[config.mk]
export PLATFORM = sky130hd
export DESIGN_NAME = sysclk_reset_gen
export DESIGN_NICKNAME = d
export VERILOG_FILES = /design/src/rtl/sysclk_reset_gen_pkg.sv /design/src/rtl/sysclk_reset_gen_sync.sv /design/src/rtl/sysclk_reset_gen.sv
export SDC_FILE = /design/constraint.sdc
export NUM_CORES = 1
export LEC_CHECK = 0
export BUFFER_PORTS_ARGS = -buffer_cell sky130_fd_sc_hd__buf_2
export CORE_AREA = 8 8 61 68
export CTS_BUF_LIST = sky130_fd_sc_hd__clkbuf_8 sky130_fd_sc_hd__clkbuf_16
export DETAILED_ROUTE_END_ITERATION = 6
export DIE_AREA = 0 0 69 76
export PLACE_DENSITY = 0.81
export SLEW_MARGIN = 20
export SYNTH_ARGS = -nofsm -noshare
export SYNTH_HDL_FRONTEND = slang
export SYNTH_SLANG_ARGS = --single-unit
[constraint.sdc]
create_clock -name clk_in -period 2.85 [get_ports clk_in]
set_input_delay 0.57 -clock clk_in [delete_from_list [all_inputs] [get_ports clk_in]]
set_output_delay 0.57 -clock clk_in [all_outputs]
set_load 0.02 [all_outputs]
[src/rtl/sysclk_reset_gen_pkg.sv]
// Shared encodings and helpers for the system clock divider and reset sequencer.
package sysclk_reset_gen_pkg;

    typedef enum logic [1:0] {
        CAUSE_NONE = 2'b00,
        CAUSE_PIN  = 2'b01,
        CAUSE_SOFT = 2'b10,
        CAUSE_WDT  = 2'b11
    } rst_cause_t;

    typedef enum logic [1:0] {
        ST_ASSERT = 2'd0,
        ST_HOLD   = 2'd1,
        ST_RUN    = 2'd2
    } state_t;

    // Ceiling log2, never narrower than one bit so counters always exist.
    function automatic int clog2_min1(input int value);
        int width;
        width = 0;
        for (longint v = 1; v < longint'(value); v = v * 2) begin
            width++;
        end
        return (width < 1) ? 1 : width;
    endfunction

endpackage

[src/rtl/sysclk_reset_gen_sync.sv]
// Async-assert / sync-release synchroniser for the board reset pin.
module reset_sync #(
    parameter int SYNC_STAGES = 2
) (
    input  logic clk_in,
    input  logic b_reset,
    output logic rel
);

    if (SYNC_STAGES < 2) begin : g_stage_check
        $error("reset_sync: SYNC_STAGES must be at least 2");
    end

    logic [SYNC_STAGES-1:0] sync_q;
    logic [SYNC_STAGES-1:0] sync_d;

    always_comb begin
        sync_d = {sync_q[SYNC_STAGES-2:0], 1'b1};
    end

    always_ff @(posedge clk_in or negedge b_reset) begin
        if (!b_reset) begin
            sync_q <= '0;
        end else begin
            sync_q <= sync_d;
        end
    end

    assign rel = sync_q[SYNC_STAGES-1];

endmodule

[src/rtl/sysclk_reset_gen.sv]
// Divides clk_in down to sys_clk and sequences the system reset from the pin,
// software requests and the watchdog, recording the cause of the last reset.
module sysclk_reset_gen
    import sysclk_reset_gen_pkg::*;
#(
    parameter int OSC_CLOCK   = 12000000,
    parameter int CPU_CLOCK   = 3000000,
    parameter int DIV         = (OSC_CLOCK / CPU_CLOCK) / 2,
    parameter int RES_DELAY   = 4,
    parameter int SYNC_STAGES = 2,
    parameter int WDT_TIMEOUT = 65536
) (
    input  logic       clk_in,
    input  logic       b_reset,
    input  logic       soft_rst,
    input  logic       wdt_kick,
    output logic       sys_clk,
    output logic       sys_clk_rise,
    output logic       sys_res,
    output logic [1:0] rst_cause
);

    if (DIV < 1) begin : g_div_check
        $error("sysclk_reset_gen: DIV must be at least 1");
    end
    if (RES_DELAY < 1 || RES_DELAY > 255) begin : g_delay_check
        $error("sysclk_reset_gen: RES_DELAY must be in 1..255");
    end

    localparam int DIV_W = clog2_min1(DIV);
    localparam int WDT_W = clog2_min1(WDT_TIMEOUT);
    localparam bit WDT_EN = (WDT_TIMEOUT != 0);
    localparam logic [DIV_W-1:0] DIV_LAST   = DIV_W'(DIV - 1);
    localparam logic [7:0]       DELAY_LAST = 8'(RES_DELAY - 1);
    localparam logic [WDT_W-1:0] WDT_LAST   = WDT_EN ? WDT_W'(WDT_TIMEOUT - 1) : '0;

    logic             rel;
    logic             rise_edge;
    logic [DIV_W-1:0] div_cnt_q, div_cnt_d;
    logic             sys_clk_q, sys_clk_d;
    logic             sys_clk_rise_q, sys_clk_rise_d;
    logic             sys_res_q, sys_res_d;
    rst_cause_t       cause_q, cause_d;
    state_t           state_q, state_d;
    logic [7:0]       delay_cnt_q, delay_cnt_d;
    logic [WDT_W-1:0] wdt_cnt_q, wdt_cnt_d;

    reset_sync #(
        .SYNC_STAGES(SYNC_STAGES)
    ) u_reset_sync (
        .clk_in (clk_in),
        .b_reset(b_reset),
        .rel    (rel)
    );

    // rise_edge marks the clk_in edge that will take sys_clk from 0 to 1.
    always_comb begin
        div_cnt_d = div_cnt_q + 1'b1;
        sys_clk_d = sys_clk_q;
        rise_edge = 1'b0;
        if (div_cnt_q == DIV_LAST) begin
            div_cnt_d = '0;
            sys_clk_d = ~sys_clk_q;
            rise_edge = ~sys_clk_q;
        end
        sys_clk_rise_d = rise_edge;
    end

    always_comb begin
        state_d     = state_q;
        delay_cnt_d = delay_cnt_q;
        wdt_cnt_d   = wdt_cnt_q;
        cause_d     = cause_q;
        if (rise_edge) begin
            unique case (state_q)
                ST_ASSERT: begin
                    if (rel) begin
                        state_d     = ST_HOLD;
                        delay_cnt_d = '0;
                    end
                end
                ST_HOLD: begin
                    wdt_cnt_d = '0;
                    if (delay_cnt_q == DELAY_LAST) begin
                        state_d = ST_RUN;
                    end else begin
                        delay_cnt_d = delay_cnt_q + 8'd1;
                    end
                end
                ST_RUN: begin
                    wdt_cnt_d = wdt_cnt_q + 1'b1;
                    if (soft_rst) begin
                        state_d     = ST_HOLD;
                        cause_d     = CAUSE_SOFT;
                        wdt_cnt_d   = '0;
                        delay_cnt_d = '0;
                    end else if (wdt_kick) begin
                        wdt_cnt_d = '0;
                    end else if (WDT_EN && wdt_cnt_q == WDT_LAST) begin
                        state_d     = ST_HOLD;
                        cause_d     = CAUSE_WDT;
                        wdt_cnt_d   = '0;
                        delay_cnt_d = '0;
                    end
                end
                default: begin
                    state_d = ST_ASSERT;
                end
            endcase
        end
        // Registered from the next state so sys_res moves on the same rise edge.
        sys_res_d = (state_d != ST_RUN);
    end

    always_ff @(posedge clk_in or negedge b_reset) begin
        if (!b_reset) begin
            div_cnt_q      <= '0;
            sys_clk_q      <= 1'b0;
            sys_clk_rise_q <= 1'b0;
            sys_res_q      <= 1'b1;
            cause_q        <= CAUSE_PIN;
            state_q        <= ST_ASSERT;
            delay_cnt_q    <= '0;
            wdt_cnt_q      <= '0;
        end else begin
            div_cnt_q      <= div_cnt_d;
            sys_clk_q      <= sys_clk_d;
            sys_clk_rise_q <= sys_clk_rise_d;
            sys_res_q      <= sys_res_d;
            cause_q        <= cause_d;
            state_q        <= state_d;
            delay_cnt_q    <= delay_cnt_d;
            wdt_cnt_q      <= wdt_cnt_d;
        end
    end

    assign sys_clk      = sys_clk_q;
    assign sys_clk_rise = sys_clk_rise_q;
    assign sys_res      = sys_res_q;
    assign rst_cause    = cause_q;

endmodule
After elaboration in Yosys (flattened, before gate mapping). Cells that the tools add are included.

Register bits: 34. Input port bits: 4. Output and inout bits: 5.

Add/sub/neg operators: 3. Eq/ne operators: 10. Mux-type cells: 22. Bitwise operators: 1. Reductions and logical operators: 7.

Operators with widths (number): $mux 16 (3); $mux 8 (5); $pmux 16 s2 (1); $pmux 8 s3 (1); $mux 2 (9); $add 16x1->16 const B (1); $eq 16x16->1 const B (1); $add 8x1->8 const B (1); $eq 8x2->1 const B (1); $ne 2x2->1 const B (3); $ne 3x3->1 const B (2); $pmux 2 s3 (1); $reduce_and 6->1 (1); $reduce_and 4->1 (1); $reduce_bool 2->1 (2); $reduce_bool 3->1 (1); $eq 2x1->1 const B (1); $eq 2x2->1 const B (1); $logic_not 2->1 (1); $mux 1 (2); $ne 2x1->1 const B (1); $reduce_and 2->1 (1); $add 1x1->1 const B (1); $not 1->1 (1).

Depth between registers and ports, before layout.
Depth after elaboration: 7. Mapped depth: 8. Gate-level depth less buffers: 7.

By module. From an unflattened synthesis, not the netlist that was laid out.

Cells, all modules: 193. Area, all modules: 1836.8 um2.

Modules (own cells, without submodules): sysclk_reset_gen (instances 1, cells each 190, area each 1783.0 um2, seq. area each 803.3 um2); reset_sync (instances 1, cells each 3, area each 53.8 um2, seq. area each 50.0 um2).

Worst setup path after synthesis. No wires, ideal clock.

Path type: in2reg. From: input wdt_kick. To: register delay_cnt_q[5]. Library setup time: 104 ps. Arrival time: 1937 ps. Required time: 2746 ps. Path slack: 809 ps. Cell stages on the path: 6. Cells stage by stage: and4b_1 -> nand4_4 -> a211o_1 -> or2_0 -> buf_2 -> o41ai_2.

Longest elaborated chain between the ends: 2.

Ends and longest elaborated chain: from (decl) (RTL line sysclk_reset_gen.sv:16) `input logic wdt_kick,`; $ne 3x3->1 (no line); $reduce_and 6->1 (no line); to (signal assigned) (RTL line sysclk_reset_gen.sv:132) `delay_cnt_q <= delay_cnt_d;`; to (decl) (RTL line sysclk_reset_gen.sv:45) `logic [7:0] delay_cnt_q, delay_cnt_d;`.

No other way between the ends. A chain may end at the register's enable or synchronous reset.

Final worst setup path.
From: register wdt_cnt_q[0]. To: register delay_cnt_q[5].

Longest elaborated chain between the ends: 3.

Ends and longest elaborated chain: from (decl) (RTL line sysclk_reset_gen.sv:46) `logic [WDT_W-1:0] wdt_cnt_q, wdt_cnt_d;`; from (signal assigned) (RTL line sysclk_reset_gen.sv:133) `wdt_cnt_q <= wdt_cnt_d;`; $eq 16x16->1 (RTL line sysclk_reset_gen.sv:99) `end else if (WDT_EN && wdt_cnt_q == WDT_LAST) begin`; $ne 3x3->1 (no line); $reduce_and 6->1 (no line).

No other way between the ends.

==> results.sh <==
export IMPL_outcome="complete, no violations"
export IMPL_yosysUniqueCellTypes=40
export IMPL_drv_cap=0
export IMPL_hold_path_class="primary input to async pin"
export IMPL_clock_path_buffers=2
export IMPL_overflow=0
export IMPL_clk_latency_ns=0.29
export IMPL_skew_ns=0.00480
export IMPL_syn_area_sq_mm=0.00175
export IMPL_core_area_sq_mm=0.00314
export IMPL_async_flop_share_pct=100
export IMPL_wirelength_microns=3740
export IMPL_syn_num_nets=193
export IMPL_power_density_mw_per_mm2=670
export IMPL_critPathMaxFanout=10
export IMPL_ys_flop_type="dfrtp_1"
export IMPL_cts_setup_buffers=0
export IMPL_via_per_inst=6.00
export IMPL_synth_edf_count=0
export IMPL_num_rows=22
export IMPL_dr_pass1_iters=4
export IMPL_drc=0
export IMPL_utilization_pct=60.8
export IMPL_initial_core_util_pct=55.9
export IMPL_io_buffers=8
export IMPL_tns_ns=0
export IMPL_drv_slew=0
export IMPL_dp_cells=223
export IMPL_regArea_sq_um=853
export IMPL_cts_root_buf="clkbuf_8"
export IMPL_finalPower_mw=1.28
export IMPL_setup_violations=0
export IMPL_cts_sinks=34
export IMPL_wl_per_cell_microns=16.2
export IMPL_max_freq_mhz=430
export IMPL_leakage_nw=0.883
export IMPL_cts_tree="done"
export IMPL_maxSlewHeadroom_pct=48.0
export IMPL_cts_buffers=5
export IMPL_die_height_microns=76
export IMPL_dpl_worst_slack_ns=0.475
export IMPL_grt_first_pass_wirelength_microns=6440
export IMPL_rsz0062_at_grt="false"
export IMPL_finalHoldViolCount=0
export IMPL_diodes=0
export IMPL_grt_max_degree=35
export IMPL_dr_first_iter_drc_count=142
export IMPL_syn_avg_cell_area_sq_um=9.59
export IMPL_cts_max_level=2
export IMPL_synth_top_family_by_area="simple AND/OR/NAND/NOR gates"
export IMPL_syn_to_final_growth_pct=8.84
export IMPL_drive_above_1_share_pct=11.8
export IMPL_fin_crit_ns=2.33
export IMPL_ir_drop_uv=467
export IMPL_synthAdderAreaFrac_pct=4.28
export IMPL_period_share_pct=81.7
export IMPL_multi_input_area_sq_um=846
export IMPL_gp_congestion=0.842
export IMPL_antenna_found_initial=0
export IMPL_synth_seq_cells=34
export IMPL_fin_nets=204
export IMPL_synth_mux_area_share_pct=0.642
export IMPL_vias=1386
export IMPL_synth_yosys_warnings=0
export IMPL_synth_cells=183
export IMPL_grt_pass1_vias=1516
export IMPL_synth_xor_area_share_pct=6.49
export IMPL_end_kind="flop"
export IMPL_hold_buffers=0
export IMPL_yosysSeqAreaShare_pct=48.6
export IMPL_worstMarginPinSlew_ns=0.776
export IMPL_dieArea_sq_mm=0.00524
export IMPL_worstPathRequired_ns=3.03
export IMPL_ant_nets=0
export IMPL_grt_usage_pct=14.7
export IMPL_timing_setup_critical_path_class="flop to flop"
export IMPL_start_kind="flop"
export IMPL_nFillCells=276
export IMPL_die_width_microns=69
export IMPL_post_cts_resized=0
export IMPL_ios=9
export IMPL_synth_compound_area_share_pct=12.1
export IMPL_clk_transition_reported_paths_ns=0.07
export IMPL_final_cell_count_no_fill=231
export IMPL_crit_arrival_ns=2.51
export IMPL_synth_simple_area_share_pct=24.5
export IMPL_setup_ws_ns=0.522
export IMPL_hpwl_microns=2630
[cells in the final DEF, fill, tap and decap left out, drive strengths merged]
cell / count
conb: 1
or2: 1
nand3b: 1
xor2: 8
xnor2: 5
nor3: 4
clkbuf: 6
nand2b: 1
o21a: 1
ha: 6
buf: 9
clkinv: 1
dfrtp: 32
a41oi: 1
and4: 4
o31ai: 5
o21bai: 1
and3: 6
and3b: 1
a211oi: 1
o41ai: 1
nor2b: 2
a31oi: 3
mux2: 1
a211o: 1
a21oi: 5
o21ai: 15
nand4: 6
inv: 8
nor2: 24
and2: 1
dfstp: 2
nor4b: 1
nand2: 17
nand3: 12
and4b: 1
[path summary, 6_finish.rpt]
path | slack, ns | endpoint | cells past startpoint | startpoint
setup / recovery | 0.52 | delay_cnt_q[5] | 6 | wdt_cnt_q[0]
setup reg to reg | 0.52 | delay_cnt_q[5] | 6 | wdt_cnt_q[0]
min in group clk_in | 0.35 | u_reset_sync.sync_q[1] | 0 | u_reset_sync.sync_q[0]
hold / removal | 0.34 | wdt_cnt_q[10] | 1 | b_reset
hold reg to reg | 0.35 | u_reset_sync.sync_q[1] | 0 | u_reset_sync.sync_q[0]
max in group asynchronous | 2.03 | rst_cause[1] | 1 | b_reset
[metrics by stage]
| stage | hold slack, ns | instance area [sq um] |
|---|---|---|
| 2_1_floorplan | 0.274 | 1750 |
| 3_3_place_gp | 0.333 | 1820 |
| 3_5_place_dp | 0.343 | 1820 |
| 4_1_cts | 0.358 | 1910 |
| 5_1_grt | 0.364 | 1910 |
| 6_report | 0.340 | 1910 |
[synth_stat cells (2+ instances only)]
library cell  count  share of area, %
a21oi_1           5               1.4
a31oi_1           3               1.1
and3_1            6               2.1
and4_1            2               1.0
buf_2             2              0.57
clkbuf_1          2              0.43
dfrtp_1          32                46
dfstp_2           2               3.0
ha_1              6               4.3
inv_1             7               1.5
nand2_1          17               3.6
nand3_1          12               3.4
nand4_1           5               1.8
nor2_1           24               5.1
nor2b_1           2              0.71
nor3_1            4               1.1
o21ai_0          12               3.4
o21ai_1           3              0.86
o31ai_1           5               2.1
xnor2_1           5               2.5
xor2_1            8               4.0
[flip-flops by register name, indices dropped and copies added (netlist names)]
| signal | cells |
|---|---|
| sys_res | 1 |
| u_reset_sync.sync_q | 2 |
| div_cnt_q | 1 |
| sys_clk_rise | 1 |
| state_q | 2 |
| sys_clk | 1 |
| delay_cnt_q | 8 |
| rst_cause | 2 |
| wdt_cnt_q | 16 |
[final cells by class]
| type | count | share of cell area (%) |
|---|---|---|
| Clock buffer | 6 | 4.33 |
| Clock inverter | 2 | 0.459 |
| Inverter | 7 | 1.38 |
| Multi-Input combinational cell | 137 | 44.3 |
| Sequential cell | 34 | 44.7 |
| Tap cell | 36 | 2.36 |
| Timing Repair Buffer | 9 | 2.49 |
[report_power, final]
group | internal, mW | switching, mW | total, mW
clock | 0.191 | 0.170 | 0.361
sequential | 0.522 | 0.0434 | 0.566
combinational | 0.114 | 0.239 | 0.352
[critical path, stage by stage (launching register included)]
cell	delay [ns]
dfrtp_1	0.43
ha_1	0.24
and4_2	0.29
nand4_4	0.10
a211o_1	0.38
or2_0	0.39
o41ai_2	0.38
[routing by layer]
| metal | global-route usage [%] | share of wire (%) | vias up |
|---|---|---|---|
| met3 | 4.82 | 4.6 | 10 |
| met1 | 15.0 | 41 | 686 |
| met4 | 9.03 | 2.0 | 0 |
| met2 | 25.1 | 52 | 31 |
| met5 | 0 | 0 | - |
| li1 | - | - | 659 |
[cells by family (layout without fill, tap and decap cells)]
| group | count (synthesis) | after routing |
|---|---|---|
| other | 1 | 1 |
| buffers and inverters | 12 | 24 |
| AND/OR/NAND/NOR | 82 | 82 |
| flip-flops | 34 | 34 |
| XOR/XNOR | 13 | 13 |
| adder cells (fa/ha/maj) | 6 | 6 |
| multiplexers | 1 | 1 |
| AO/OA/AOI/OAI | 34 | 34 |
Power figures use the tool's default switching activity.
